### config.mk
export PLATFORM = sky130hd
export DESIGN_NAME = apb_regfile_completer_flat
export DESIGN_NICKNAME = d
export VERILOG_FILES = /design/src/rtl/apb_regfile_completer_pkg.sv /design/src/rtl/apb_regfile_completer_if.sv /design/src/rtl/apb_regfile_completer_wait_counter.sv /design/src/rtl/apb_regfile_completer.sv /design/src/flat_wrapper.sv
export SDC_FILE = /design/constraint.sdc
export NUM_CORES = 1
export LEC_CHECK = 0
export BUFFER_PORTS_ARGS = -buffer_cell sky130_fd_sc_hd__buf_4
export CORE_MARGIN = 2
export CORE_UTILIZATION = 38
export DETAILED_ROUTE_END_ITERATION = 8
export GPL_TIMING_DRIVEN = 1
export HOLD_SLACK_MARGIN = 0.06
export SYNTH_ARGS = -nofsm -noshare
export SYNTH_HDL_FRONTEND = slang
export SYNTH_SLANG_ARGS = --single-unit
export TNS_END_PERCENT = 30
### constraint.sdc
create_clock -name P_clk -period 7.65 [get_ports P_clk]
set_clock_uncertainty 0.15 [all_clocks]
set_input_delay 0 -clock P_clk [delete_from_list [all_inputs] [get_ports P_clk]]
set_output_delay 0 -clock P_clk [all_outputs]
set_load 0.1 [all_outputs]
### src/rtl/apb_regfile_completer_pkg.sv
// Shared APB definitions: completer FSM states, ID register defaults and the
// address classifier used by both the completer and the master-side checker.
package apb_pkg;

   typedef enum logic [0:0] {
      ST_IDLE   = 1'b0,
      ST_ACCESS = 1'b1
   } apb_state_e;

   typedef enum logic [1:0] {
      ADDR_MEM = 2'd0,
      ADDR_ID  = 2'd1,
      ADDR_ERR = 2'd2
   } addr_class_e;

   localparam logic [7:0] ID_ADDR_DEFAULT  = 8'hFF;
   localparam logic [7:0] ID_VALUE_DEFAULT = 8'hA5;

   // The ID address wins over the RW window so a misplaced ID never aliases a register.
   function automatic addr_class_e decode_addr(input logic [31:0] addr,
                                               input logic [31:0] depth,
                                               input logic [31:0] id_addr);
      addr_class_e cls;
      if (addr == id_addr) begin
         cls = ADDR_ID;
      end else if (addr < depth) begin
         cls = ADDR_MEM;
      end else begin
         cls = ADDR_ERR;
      end
      return cls;
   endfunction

endpackage

### src/rtl/apb_regfile_completer_if.sv
// APB bus bundle between the team's master and a completer.
interface apb_regfile_completer_if #(
   parameter int unsigned ADDR_W = 8,
   parameter int unsigned DATA_W = 8
);
   logic              P_sel;
   logic              P_enable;
   logic              P_write;
   logic [ADDR_W-1:0] P_addr;
   logic [DATA_W-1:0] P_wdata;
   logic [DATA_W-1:0] P_rdata;
   logic              P_ready;
   logic              P_slverr;

   modport master (
      output P_sel, P_enable, P_write, P_addr, P_wdata,
      input  P_rdata, P_ready, P_slverr
   );

   modport slave (
      input  P_sel, P_enable, P_write, P_addr, P_wdata,
      output P_rdata, P_ready, P_slverr
   );
endinterface

### src/rtl/apb_regfile_completer_wait_counter.sv
// Access-phase wait-state counter: loaded at setup, counts down while the
// master holds the access phase, flags zero on the completion cycle.
module apb_wait_counter #(
   parameter int unsigned WAIT_CYCLES = 2
) (
   input  logic clk,
   input  logic rst,
   input  logic load,
   input  logic dec,
   output logic zero
);
   logic [3:0] count_r;

   // Down-counter, reloaded on every setup phase
   always_ff @(posedge clk) begin
      if (rst) begin
         count_r <= 4'd0;
      end else if (load) begin
         count_r <= 4'(WAIT_CYCLES);
      end else if (dec && (count_r != 4'd0)) begin
         count_r <= count_r - 4'd1;
      end else begin
         count_r <= count_r;
      end
   end

   assign zero = (count_r == 4'd0);
endmodule

### src/rtl/apb_regfile_completer.sv
// APB completer: DEPTH-entry RW register file, read-only ID register,
// programmable wait states, PSLVERR on illegal accesses and debug counters.
module apb_regfile_completer
   import apb_pkg::*;
#(
   parameter int unsigned       DATA_W      = 8,
   parameter int unsigned       ADDR_W      = 8,
   parameter int unsigned       DEPTH       = 64,
   parameter int unsigned       WAIT_CYCLES = 2,
   parameter logic [ADDR_W-1:0] ID_ADDR     = ADDR_W'(ID_ADDR_DEFAULT),
   parameter logic [DATA_W-1:0] ID_VALUE    = DATA_W'(ID_VALUE_DEFAULT)
) (
   input  logic                    P_clk,
   input  logic                    P_reset,
   apb_regfile_completer_if.slave  bus,
   output logic [15:0]             txn_count,
   output logic [7:0]              err_count
);
   localparam int unsigned IDX_W = (DEPTH > 1) ? $clog2(DEPTH) : 1;
   localparam logic [DATA_W-1:0] ZERO_DATA = {DATA_W{1'b0}};

   apb_state_e        state_r;
   apb_state_e        state_nxt_s;
   logic              setup_s;
   logic              dec_s;
   logic              ready_s;
   logic              zero_s;
   addr_class_e       setup_cls_s;
   logic              setup_err_s;
   logic [DATA_W-1:0] setup_rdata_s;
   logic [IDX_W-1:0]  idx_r;
   logic              write_r;
   logic              err_r;
   logic [DATA_W-1:0] rdata_r;
   logic [DATA_W-1:0] mem_r [DEPTH];
   logic [15:0]       txn_r;
   logic [7:0]        errc_r;

   apb_wait_counter #(.WAIT_CYCLES(WAIT_CYCLES)) u_wait (
      .clk  (P_clk),
      .rst  (P_reset),
      .load (setup_s),
      .dec  (dec_s),
      .zero (zero_s)
   );

   // FSM state register
   always_ff @(posedge P_clk) begin
      if (P_reset) begin
         state_r <= ST_IDLE;
      end else begin
         state_r <= state_nxt_s;
      end
   end

   // FSM next state; dropping P_sel in ACCESS is a master abort
   always_comb begin
      state_nxt_s = state_r;
      case (state_r)
         ST_IDLE: begin
            if (bus.P_sel && !bus.P_enable) begin
               state_nxt_s = ST_ACCESS;
            end else begin
               state_nxt_s = ST_IDLE;
            end
         end
         ST_ACCESS: begin
            if (!bus.P_sel) begin
               state_nxt_s = ST_IDLE;
            end else if (bus.P_enable && zero_s) begin
               state_nxt_s = ST_IDLE;
            end else begin
               state_nxt_s = ST_ACCESS;
            end
         end
         default: state_nxt_s = ST_IDLE;
      endcase
   end

   // FSM output decode
   always_comb begin
      setup_s = 1'b0;
      dec_s   = 1'b0;
      ready_s = 1'b0;
      case (state_r)
         ST_IDLE: begin
            setup_s = bus.P_sel && !bus.P_enable;
         end
         ST_ACCESS: begin
            dec_s   = bus.P_sel && bus.P_enable && !zero_s;
            ready_s = bus.P_sel && bus.P_enable && zero_s;
         end
         default: begin
            setup_s = 1'b0;
         end
      endcase
   end

   // Setup-phase address decode: error flag and read data to latch
   always_comb begin
      setup_cls_s   = decode_addr(32'(bus.P_addr), 32'(DEPTH), 32'(ID_ADDR));
      setup_err_s   = 1'b0;
      setup_rdata_s = ZERO_DATA;
      case (setup_cls_s)
         ADDR_MEM: begin
            setup_rdata_s = mem_r[bus.P_addr[IDX_W-1:0]];
         end
         ADDR_ID: begin
            setup_err_s   = bus.P_write;
            setup_rdata_s = bus.P_write ? ZERO_DATA : ID_VALUE;
         end
         default: begin
            setup_err_s   = 1'b1;
            setup_rdata_s = ZERO_DATA;
         end
      endcase
   end

   // Transfer latches, register file and counters
   always_ff @(posedge P_clk) begin
      if (P_reset) begin
         idx_r   <= {IDX_W{1'b0}};
         write_r <= 1'b0;
         err_r   <= 1'b0;
         rdata_r <= ZERO_DATA;
         mem_r   <= '{default: ZERO_DATA};
         txn_r   <= 16'd0;
         errc_r  <= 8'd0;
      end else begin
         if (setup_s) begin
            idx_r   <= bus.P_addr[IDX_W-1:0];
            write_r <= bus.P_write;
            err_r   <= setup_err_s;
            rdata_r <= setup_rdata_s;
         end
         if (ready_s) begin
            if (write_r && !err_r) begin
               mem_r[idx_r] <= bus.P_wdata;
            end
            txn_r <= txn_r + 16'd1;
            if (err_r && (errc_r != 8'hFF)) begin
               errc_r <= errc_r + 8'd1;
            end
         end
      end
   end

   assign bus.P_rdata  = rdata_r;
   assign bus.P_ready  = ready_s;
   assign bus.P_slverr = ready_s && err_r;
   assign txn_count    = txn_r;
   assign err_count    = errc_r;
endmodule

### src/flat_wrapper.sv
// flat-port wrapper written by rule: the top's interface ports become plain ports
module apb_regfile_completer_flat import apb_pkg::*;
#(
   parameter int unsigned       DATA_W      = 8,
   parameter int unsigned       ADDR_W      = 8,
   parameter int unsigned       DEPTH       = 64,
   parameter int unsigned       WAIT_CYCLES = 2,
   parameter logic [ADDR_W-1:0] ID_ADDR     = ADDR_W'(ID_ADDR_DEFAULT),
   parameter logic [DATA_W-1:0] ID_VALUE    = DATA_W'(ID_VALUE_DEFAULT)
)
  (P_clk, P_reset, txn_count, err_count, bus_P_sel, bus_P_enable, bus_P_write, bus_P_addr, bus_P_wdata, bus_P_rdata, bus_P_ready, bus_P_slverr);
  apb_regfile_completer_if #(.ADDR_W(ADDR_W), .DATA_W(DATA_W)) bus_i ();
  input  logic P_clk;
  input  logic P_reset;
  output logic [15:0] txn_count;
  output logic [7:0] err_count;
  input wire logic [$bits(bus_i.P_sel)-1:0] bus_P_sel;
  input wire logic [$bits(bus_i.P_enable)-1:0] bus_P_enable;
  input wire logic [$bits(bus_i.P_write)-1:0] bus_P_write;
  input wire logic [$bits(bus_i.P_addr)-1:0] bus_P_addr;
  input wire logic [$bits(bus_i.P_wdata)-1:0] bus_P_wdata;
  output wire logic [$bits(bus_i.P_rdata)-1:0] bus_P_rdata;
  output wire logic [$bits(bus_i.P_ready)-1:0] bus_P_ready;
  output wire logic [$bits(bus_i.P_slverr)-1:0] bus_P_slverr;
  assign bus_i.P_sel = bus_P_sel;
  assign bus_i.P_enable = bus_P_enable;
  assign bus_i.P_write = bus_P_write;
  assign bus_i.P_addr = bus_P_addr;
  assign bus_i.P_wdata = bus_P_wdata;
  assign bus_P_rdata = bus_i.P_rdata;
  assign bus_P_ready = bus_i.P_ready;
  assign bus_P_slverr = bus_i.P_slverr;
  apb_regfile_completer #(.DATA_W(DATA_W), .ADDR_W(ADDR_W), .DEPTH(DEPTH), .WAIT_CYCLES(WAIT_CYCLES), .ID_ADDR(ID_ADDR), .ID_VALUE(ID_VALUE)) u_core (.P_clk(P_clk), .P_reset(P_reset), .bus(bus_i), .txn_count(txn_count), .err_count(err_count));
endmodule
==> results of run 1 <==
==> kinds of logic (layout without fill, tap and decap cells) <==
| family | count (synthesis) | count (layout) | synth area share, % |
|---|---|---|---|
| fa+ha+maj | 3 | 3 | 0.151 |
| compound gates | 415 | 415 | 8.97 |
| buf+inv | 206 | 205 | 4.27 |
| xor+xnor | 20 | 20 | 0.706 |
| simple gates | 1132 | 1132 | 20.1 |
| mux | 350 | 350 | 20.8 |
| flops | 557 | 557 | 45.0 |
==> sequential cells by signal (all words and copies together) (netlist names) <==
signal / cells
u_core.write_r: 1
u_core.mem_r: 512
u_core.state_r: 1
u_core.u_wait.count_r: 4
u_core.txn_count: 16
u_core.err_r: 1
u_core.bus.P_rdata: 8
u_core.err_count: 8
u_core.idx_r: 6
==> repair_timing <==
| item | 4_1_cts | 5_1_grt |
|---|---|---|
| endpoints found under the hold margin | 557 | 0 |
| hold buffers | 29 | 0 |
| buffers inserted | 0 | 0 |
==> power by group <==
group,leakage [nW],internal (mW),switching (mW)
clock,0.916,1.57,1.17
combinational,4.56,0.0695,0.213
sequential,4.48,2.90,0.00823
==> cell usage after synthesis, types with 8 or more instances <==
cell type / count / share of area [%]
nor2b_1: 18 / 0.45
nand2_1: 690 / 10
xor2_1: 8 / 0.28
mux2_2: 8 / 0.36
nor3_4: 20 / 1.3
buf_2: 43 / 0.87
mux2i_1: 212 / 8.6
clkbuf_1: 110 / 1.7
o21ai_0: 10 / 0.20
nor2_1: 226 / 3.4
mux4_2: 125 / 11
dlygate4sd3_1: 8 / 0.32
nand3_1: 64 / 1.3
nand3_2: 14 / 0.57
a22oi_1: 22 / 0.67
buf_4: 17 / 0.51
a21oi_1: 352 / 7.1
buf_6: 10 / 0.45
xnor2_1: 12 / 0.42
nor3_1: 35 / 0.71
dfxtp_1: 557 / 45
==> layer usage <==
metal	GRT usage, %	vias up
li1	-	9195
met1	29.2	9750
met2	34.4	788
met3	4.27	165
met4	7.55	0
met5	0	-
==> final timing paths <==
path,to,cells past startpoint
max,u_core.mem_r[261],8
min,u_core.idx_r[1],4
max reg2reg,u_core.mem_r[261],8
min reg2reg,u_core.mem_r[322],2
==> cell type report <==
cell class              instances  area (sq um)
fillers                      6189         36900
multi-input cells            1920         12600
flip-flops and latches        557         11200
clock buffers                  87          1720
well taps                     855          1070
repair buffers                 97           853
clock inverters                15           110
inverters                       6          22.5
==> per-stage QoR <==
stage | utilization, % | hold slack, ns | power, mW
4_1_cts | 42.7 | 0.134 | 5.97
3_5_place_dp | 39.4 | 0.0648 | 3.24
5_1_grt | 42.7 | 0.245 | 6.12
2_1_floorplan | - | -0.0621 | 3.17
3_3_place_gp | 39.4 | 0.0565 | 3.24
6_report | 42.7 | 0.155 | 5.94
==> critical path, cell delays in order, from the launching register on <==
cell and delay [ns]:
dfxtp_1 0.33, inv_1 0.07, ha_1 0.17, nor3b_2 0.48, nand4_2 0.18, buf_4 0.34, nor3_1 1.13, nand2_1 0.13
a21oi_1 0.19
==> impl_metrics.yaml, run 1 <==
placement:
  place_congestion: 0.850
  placed_area_sq_mm: 0.0254
  post-place-ws_ns: 4.34
  dp_hpwl_mm: 44.4
  port_buffers: 54
  dp.cells: 3406
finish:
  fin_cells: 3537
  final_cell_mix: "690 x nand2_1, 557 x dfxtp_1, 352 x a21oi_1"
  final_area_sq_mm: 0.0275
  fin_nets: 2663
  drive_above_1_share_pct: 12.7
  syn2layout_area_growth_pct: 11.0
  antenna_cells: 0
  final_common_cell: "nand2_1"
setup_path:
  worstSetupEndpointType: "register"
  r2r_slack_ns: 4.38
  crit_start: "u_core.u_wait.count_r[0]"
  crit_required_ns: 8.03
  arrival_ns: 3.65
  r2r-start: "u_core.u_wait.count_r[0]"
  cp-start-kind: "register"
  cp_max_fo: 32
  criticalPathCategory: "register to register"
min_path:
  min_path_type: "input pin to register"
  min_from: "bus_P_addr[1]"
drt:
  route.detailed.drc: 0
  wl_met1_mm: 31.4
  drtPass1Iterations: 6
  met3WireLength_mm: 6.05
  drt_iter0_markers: 2154
  drt-wirelength-per-cell_microns: 20.9
  drt-total-wl_mm: 73.8
  topRoutingLayerUsed: "met4"
  ant_nets: 0
  viasPerCell: 5.63
  via_count: 19898
  dr_wl_met2_mm: 33.7
global_routing:
  grt_pass1_wl_mm: 114
  grt_pass1_vias: 19129
  grt.overflow.total: 0
  grt_max_degree: 231
  grt_use_total_pct: 21.6
  antenna_found_initial: 0
timing:
  setup_slack_ns: 4.38
  tightest_slew_ns: 1.35
  finalCritPeriodShare_pct: 42.7
  finalCriticalPeriod_ns: 3.27
  relSlewSlack_pct: 9.29
  setup_viol: 0
  hold_viol_final: 0
  drv_slew: 0
  fmax_mhz: 306
  rsz0062_at_grt: "false"
  tns_ns: 0
job:
  drv_cap: 0
synthesis:
  syn-cell-area_sq_mm: 0.0248
  synth_edf_count: 0
  yosysSeqAreaShare_pct: 45.0
  ys_warn_count: 0
  async_flop_share_pct: 0
  synth_top_flop_cell: "dfxtp_1"
  synth_seq_cells: 557
  syn_avg_cell_area_sq_um: 9.24
  netlist_instances: 2683
  yosysUniqueCellTypes: 64
  syn-num-nets: 2707
clock_tree:
  numClockSinks: 557
  cts-buffers-inserted: 57
  clockBufferDepth: 3
  clock_latency_ns: 0.62
  cts_tree: "built"
  clk_pin_slew_ns: 0.06
  cts_root_buf: "clkbuf_16"
  cts_max_level: 2
  post_cts_resize_count: 0
power:
  vdd_drop_max_uv: 154
  p_per_area_mw_per_mm2: 216
  p_leak_nw: 9.96
floorplanning:
  die_h_microns: 259
  rows: 93
  die_w_microns: 259
  dieArea_sq_mm: 0.0673
  start_util_pct: 38.5
  core_sq_mm: 0.0645
  ios: 55
status:
  outcome: "finished clean"
Note: power is estimated with default switching activity, not from simulation.
==> inputs of run 2 (changes only) <==
- clock period: 7.65 -> 2.7 ns (I/O delays scaled with it)
==> run 2 against run 1 <==
The flow now finishes with violations (negative setup slack). Final cell count up 3.0%. Setup slack worse by 4.4 ns. Final area up 4.2%. Flip-flop and latch count unchanged. Clock power grew to 3.2 times the previous value. First-iteration DRC count is 3.9% lower. Core utilization increased by 1.8 points.
==> impl_metrics.yaml, run 2 (synthesis gave the netlist of run 1 again) <==
drt:
  ant_nets: 0
  met3WireLength_mm: 5.83
  dr_wl_met2_mm: 34.0
  drtPass1Iterations: 6
  wl_met1_mm: 32.2
  drt_iter0_markers: 2071
  route.detailed.drc: 0
  topRoutingLayerUsed: "met4"
  viasPerCell: 5.59
  via_count: 20387
  drt-total-wl_mm: 74.4
  drt-wirelength-per-cell_microns: 20.4
timing:
  setup_slack_ns: -0.00637
  finalCriticalPeriod_ns: 2.71
  setup_viol: 1
  fmax_mhz: 369
  tns_ns: -0.00637
  hold_viol_final: 0
  relSlewSlack_pct: 5.43
  drv_slew: 0
  finalCritPeriodShare_pct: 100
  rsz0062_at_grt: "true"
  tightest_slew_ns: 1.42
setup_path:
  cp-start-kind: "register"
  max_stage_delay_ns: 0.60
  crit_required_ns: 3.05
  cp_max_fo: 2
  arrival_ns: 3.05
  criticalPathCategory: "register to register"
  path_cells: "mux4_2 > nor2b_1 > a2111oi_1 > a2111oi_0 > or4_1"
  crit_slowest_cell: "a2111oi_1"
  worstSetupEndpointType: "register"
floorplanning:
  ios: 55
  dieArea_sq_mm: 0.0673
  die_h_microns: 259
  rows: 93
  die_w_microns: 259
  start_util_pct: 38.5
  core_sq_mm: 0.0645
clock_tree:
  cts-buffers-inserted: 59
  cts_root_buf: "clkbuf_16"
  clock_latency_ns: 0.64
  cts_max_level: 2
  cts_tree: "built"
  clk_pin_slew_ns: 0.06
  clockBufferDepth: 3
  numClockSinks: 557
power:
  p_total_mw: 17.8
  vdd_drop_max_uv: 471
  p_leak_nw: 10.6
  p_per_area_mw_per_mm2: 621
global_routing:
  grt.overflow.total: 0
  grt_max_degree: 264
  grt_pass1_vias: 19679
  grt_pass1_wl_mm: 115
  antenna_found_initial: 0
  grt_use_total_pct: 21.7
placement:
  place_congestion: 0.895
  dp_hpwl_mm: 46.1
  dp.cells: 3489
  port_buffers: 54
  post-place-ws_ns: -0.0976
finish:
  multi_input_comb_area_sq_mm: 0.0126
  final_core_util_pct: 44.5
  antenna_cells: 0
  max_flop_register: "u_core.mem_r"
  fin_nets: 2762
  drive_above_1_share_pct: 16.1
  final_common_cell: "nand2_1"
  final_cell_mix: "689 x nand2_1, 557 x dfxtp_1, 351 x a21oi_1"
  largest_reg_flops: 512
  fin_cells: 3644
  fillers: 6127
  regArea_sq_mm: 0.0112
  syn2layout_area_growth_pct: 15.7
status:
  outcome: "finished with violations"
  violations: "negative setup slack"
min_path:
  min_path_type: "input pin to register"
job:
  drv_cap: 0
==> run 2: cell types whose count changed in the layout (fill, tap and decap cells not counted), moves of 3 or more <==
cell / delta
buf_6: +3
buf_12: +10
buf_4: +79
dlygate4sd3_1: +5
bufinv_16: +7
==> run 2: worst paths after layout <==
path	startpoint	end	slack, ns	depth (start not counted)
min reg2reg	u_core.mem_r[410]	u_core.mem_r[410]	0.30	2
min	bus_P_addr[2]	u_core.bus.P_rdata[3]	0.09	6
max reg2reg	u_core.mem_r[490]	u_core.bus.P_rdata[2]	-0.006	5
max	u_core.mem_r[490]	u_core.bus.P_rdata[2]	-0.006	5
==> run 2: where the power goes <==
part	switching [mW]	total (mW)	internal, mW
logic	0.634	0.878	0.244
clock network	3.45	8.71	5.26
registers	0.0179	8.24	8.23
total	4.10	17.8	13.7
==> run 2: cell type report <==
| cell class | instances | share of cell area [%] |
|---|---|---|
| multi-input combinational | 1920 | 44.0 |
| sequential | 557 | 38.9 |
| clock buffer | 87 | 6.11 |
| timing repair buffer | 194 | 6.03 |
| tap | 855 | 3.73 |
| clock inverter | 25 | 1.23 |
| inverter | 6 | 0.0785 |
==> run 2: critical path, delay by kind of cell (launching register included) <==
kind               cells  cell delay (ns)
AOI/OAI and AO/OA      2             0.91
and+or+nand+nor        2             0.73
muxes                  1             0.47
DFF                    1             0.31
==> run 2: timing repair <==
item / 4_1_cts / 5_1_grt
endpoints found under the hold margin: 538 / 0
resized for setup: 1 / 8
hold buffers: 34 / 0
setup buffers: 0 / 9
pin swaps: 1 / 9
endpoints found under the setup margin: 2 / 147
==> run 2: layer usage <==
layer  up-vias  GRT usage [%]
met4         0           7.66
met5         -              0
met3       159           4.08
met2       822           34.4
met1     10016           29.5
li1       9390              -
==> run 2: through the flow <==
stage | instance area, sq um | hold slack [ns]
after floorplan | 24800 | -0.0621
after global routing | 28700 | 0.105
after detailed placement | 26100 | 0.0731
after global placement | 26100 | 0.0577
final | 28700 | 0.0902
after CTS | 28600 | 0.0793
